### src/rtl/fb_port_arbiter.sv
// Single-port frame buffer arbiter: rasterizer writes vs. bootloader reads (round-robin
// on conflict), plus a fill-colour clear engine compiled in when FB_ARB_CLEAR_EN is defined.
module fb_port_arbiter #(
  parameter int unsigned FB_DEPTH = 307200,
  parameter int unsigned ADDR_W   = 21,
  parameter int unsigned PIX_W    = 24
) (
  input  logic              clk,
  input  logic              reset,
  input  logic              wr_req,
  input  logic [ADDR_W-1:0] wr_addr,
  input  logic [PIX_W-1:0]  wr_data,
  output logic              wr_gnt,
  input  logic              rd_req,
  input  logic [ADDR_W-1:0] rd_addr,
  output logic              rd_gnt,
  output logic              rd_valid,
  output logic [PIX_W-1:0]  rd_data,
  input  logic              clear_start,
  input  logic [PIX_W-1:0]  clear_color,
  output logic              clear_busy,
  output logic              clear_done,
  output logic              fb_we,
  output logic [ADDR_W-1:0] fb_addr,
  output logic [PIX_W-1:0]  fb_wdata,
  input  logic [PIX_W-1:0]  fb_rdata
);

  typedef enum logic {IDLE, CLEAR} state_t;
  typedef enum logic {RR_WRITE, RR_READ} rr_t;

  state_t state, state_next;
  rr_t    rr_last, rr_next;

  logic              clear_go;
  logic              clr_last;
  logic [ADDR_W-1:0] clr_addr;
  logic [PIX_W-1:0]  clr_color;

  assign rd_data = fb_rdata;

`ifdef FB_ARB_CLEAR_EN
  localparam logic [ADDR_W-1:0] LAST_ADDR = ADDR_W'(FB_DEPTH - 1);

  logic done_q;

  assign clear_go = clear_start;
  assign clr_last = (state == CLEAR) && (clr_addr == LAST_ADDR);

  always_ff @(posedge clk) begin
    if (reset) begin
      clr_addr  <= '0;
      clr_color <= '0;
      done_q    <= 1'b0;
    end else begin
      done_q <= clr_last;
      if (state == CLEAR) begin
        clr_addr <= clr_last ? '0 : clr_addr + 1'b1;
      end else if (clear_start) begin
        clr_color <= clear_color;
      end
    end
  end

  // Reset silences the clear status in the same cycle so an abort never shows busy/done.
  assign clear_busy = !reset && (state == CLEAR);
  assign clear_done = !reset && done_q;
`else
  logic unused_clear;

  assign unused_clear = ^{clear_start, clear_color, 32'(FB_DEPTH)};
  assign clear_go     = 1'b0;
  assign clr_last     = 1'b0;
  assign clr_addr     = '0;
  assign clr_color    = '0;
  assign clear_busy   = 1'b0;
  assign clear_done   = 1'b0;
`endif

  always_ff @(posedge clk) begin
    if (reset) begin
      state    <= IDLE;
      rr_last  <= RR_READ;
      rd_valid <= 1'b0;
    end else begin
      state    <= state_next;
      rr_last  <= rr_next;
      rd_valid <= rd_gnt;
    end
  end

  always_comb begin
    state_next = state;
    rr_next    = rr_last;
    wr_gnt     = 1'b0;
    rd_gnt     = 1'b0;
    fb_we      = 1'b0;
    fb_addr    = '0;
    fb_wdata   = '0;
    if (!reset) begin
      unique case (state)
        IDLE: begin
          if (wr_req && (!rd_req || rr_last == RR_READ)) begin
            wr_gnt = 1'b1;
          end else if (rd_req) begin
            rd_gnt = 1'b1;
          end
          if (wr_req && rd_req) begin
            rr_next = wr_gnt ? RR_WRITE : RR_READ;
          end
          if (wr_gnt) begin
            fb_we    = 1'b1;
            fb_addr  = wr_addr;
            fb_wdata = wr_data;
          end else if (rd_gnt) begin
            fb_addr = rd_addr;
          end
          if (clear_go) begin
            state_next = CLEAR;
          end
        end
        CLEAR: begin
          fb_we    = 1'b1;
          fb_addr  = clr_addr;
          fb_wdata = clr_color;
          if (clr_last) begin
            state_next = IDLE;
          end
        end
        default: state_next = IDLE;
      endcase
    end
  end

endmodule

### config.mk
export PLATFORM = sky130hd
export DESIGN_NAME = fb_port_arbiter
export DESIGN_NICKNAME = d
export VERILOG_FILES = /design/src/rtl/fb_port_arbiter.sv
export SDC_FILE = /design/constraint.sdc
export NUM_CORES = 1
export LEC_CHECK = 0
export ABC_AREA = 1
export CORE_AREA = 3 3 75 77
export CTS_CLUSTER_SIZE = 25
export DETAILED_ROUTE_END_ITERATION = 8
export DIE_AREA = 0 0 78 80
export DONT_BUFFER_PORTS = 1
export GPL_TIMING_DRIVEN = 0
export SLEW_MARGIN = 5
export SYNTH_ARGS = -nofsm -noshare
export SYNTH_HDL_FRONTEND = slang
export SYNTH_SLANG_ARGS = --single-unit
### constraint.sdc
create_clock -name clk -period 2.2 [get_ports clk]
set_input_delay 0.33 -clock clk [delete_from_list [all_inputs] [get_ports clk]]
set_output_delay 0.33 -clock clk [all_outputs]
set_load 0.01 [all_outputs]
==> results.txt <==
largest net degree at the start of global routing - 11
synthesized area - 957 sq um
terminus of the critical flop-to-flop path - rd_valid
setup slack, reg-to-reg - 1.37 ns
Worst path max stage delay - 0.32 ns
final instance area - 0.00109 sq mm
Seq cells post-synth - 2
CTS hold repair buffers - 0
GR Overflow Total - 0
Clk pin slew, worst setup/hold paths - 0.03 ns
initial antenna violation count - 0
setup bufs post-CTS - 0
top cells by count, synth - buf_4, inv_1, nor2_1, nand2_1, nand4_1
status - completed
hold-critical path depth - 1
fmax - 632 MHz
peak supply drop - 0.000355 V
largest cells by area after synthesis - buf_4, nand4_1, inv_1
cell with the most instances after synthesis - buf_4
crit start category - flip-flop
Switching Fraction - 40.2%
IO Port Bufs - 0
die area - 0.00624 sq mm
initial cell density of the core - 18.9%
layout cell share with drive strength beyond 1 - 30.6%
Area Overhead vs Synth - 13.9%
pwr dens - 354 mW/mm^2
Overall Power - 0.386 mW
gate count of the mapped netlist - 169
main combinational cell family by area after synthesis - simple AND/OR/NAND/NOR gates
register area share after synthesis - 4.18%
number of global-route vias before repair - 823
met2 wire length - 1740 microns
via count - 1067
Net Sw Power - 0.155 mW
Worst Path Max Fanout - 10
Die Height - 80 microns
Reg2Reg Launch Point - rr_last
CTS tree - built
Worst Clk Skew - 0.00303 ns
Netlist cell types - 15
WL per Instance - 14.3 microns
XOR/XNOR Fraction of Synth Area - 0%
predominant post-synthesis flop cell - dfxtp_1
I/O pins - 194
Global Route Usage Sum - 8.88%
crit path capture type - primary output
Num CTS Buffers - 3
setup violators final - 0
critical path class - flip-flop to primary output
Synth Area in Simple Gates - 52.8%
Leakage - 0.650 nW
H-tree Lvls - 1
worst-path cell chain - inv_1 > nand2_4 > nand3_4 > buf_4 > inv_1 > buf_4
Initial DRT Pass Iterations - 4
Sequential Power Share - 10.4%
CORE AREA - 0.00507 sq mm
area leader, netlist - buf_4
M1 WL - 1280 microns
deepest clock path buffer count - 2
root buf cell - clkbuf_8
Worst Min Path Start - reset
Die X - 78 microns
# clock sinks - 2
Worst R2R Path Depth - 5
post-route core utilization - 21.5%
Pint - 0.231 mW
syn_area_per_cell - 5.66 sq um
area fraction in compound gates after synthesis - 0%
final WL - 3470 microns
multiplexer area fraction after synthesis - 0%
nets - 294
first-pass GRT wire length - 4320 microns
Syn. warnings - 0
number of gates resized after CTS - 0
Critical Path Start - rr_last
Vias/cell - 4.39
Final Max Slew Viols - 0
Hold Vio Cnt, Final - 0
Worst Path Required - 1.87 ns
final setup TNS - 0 ns
hold slack - 0.207 ns
synthesized-area fraction occupied by adder cells - 0%
n_diodes - 0
Post-synth EDFFs - 0
hpwl dp - 2980 microns
Hold Crit Class - primary input to flip-flop
Clock Power Share - 36.6%
placed cell areas - 0.00105 sq mm
CP max-delay cell - dfxtp_1
final worst path period need - 1.58 ns
antenna-violating nets left - 0
# Max-Cap Violations - 0
critical path arrival - 1.25 ns
RSZ-0062 raised after global routing - no
clk_lat worst skew - 0.21 ns
met3 WL post-DR - 460 microns
WHS Endpoint - rd_valid
# DRC - 0
fin crit share - 72.0%
Synth async-reset ratio - 0%
combinational fraction of design power - 53.0%
FP Rows - 26
GPL Wtd Cong - 0.702
initial DRC count - 13
max layer used - met3
Yosys top cell area share - 24.3%
[worst max-delay path by stage]
stage,endpoint,slack [ns],depth (start not counted)
floorplan,wr_gnt,0.86,5
global route,wr_gnt,0.52,6
global placement,wr_gnt,0.75,5
finish,wr_gnt,0.62,6
CTS,wr_gnt,0.59,6
detailed placement,wr_gnt,0.75,5
[per-layer routing]
layer	vias to the layer above	GRT usage, %
li1	513	-
met1	464	10.2
met5	-	0
met3	0	3.16
met4	0	0.524
met2	90	16.5
[registers in the layout, indices dropped and copies added, names as in the netlist]
register / cells
rr_last: 1
rd_valid: 1
[final cells by class]
cell class / count / area [sq um]
Sequential cell: 2 / 40.0
Fill cell: 585 / 3990
Buffer: 40 / 303
Multi-Input combinational cell: 100 / 513
Tap cell: 70 / 87.6
Clock buffer: 3 / 41.3
Inverter: 28 / 105
[kinds of logic after synthesis]
logic type	count (synthesis)
DFF	2
buffers and inverters	68
other	1
and+or+nand+nor	98
[worst max-delay path: cells and delay by family (launching register included)]
kind                   cells  cell delay, ns
buffers and inverters      4            0.53
DFF                        1            0.32
and+or+nand+nor            2            0.20
[through the flow]
stage,std cells,worst slack (ns)
floorplan,170,0.858
global placement,240,0.752
detailed placement,240,0.747
CTS,243,0.591
global route,243,0.523
finish,243,0.617
[power groups by stage]
stage	Sequential, mW	Clock (mW)	Combinational [mW]
2_1_floorplan	0.0404	0	0.177
3_3_place_gp	0.0406	0	0.205
3_5_place_dp	0.0407	0	0.207
4_1_cts	0.0404	0.147	0.208
5_1_grt	0.0405	0.151	0.225
6_report	0.0403	0.141	0.204
[cell usage in the layout (no fill, tap or decap)]
master    count
conb_1        2
buf_4        31
nand3_1      19
nand3_4       1
inv_1        26
clkbuf_8      3
dfxtp_1       2
nor2_1       26
nor2_4        1
nand4_1      21
buf_6         4
nand3_2       4
nand2_1      24
buf_2         5
inv_2         2
nand2_4       2
(Power assumes the default switching activity.)
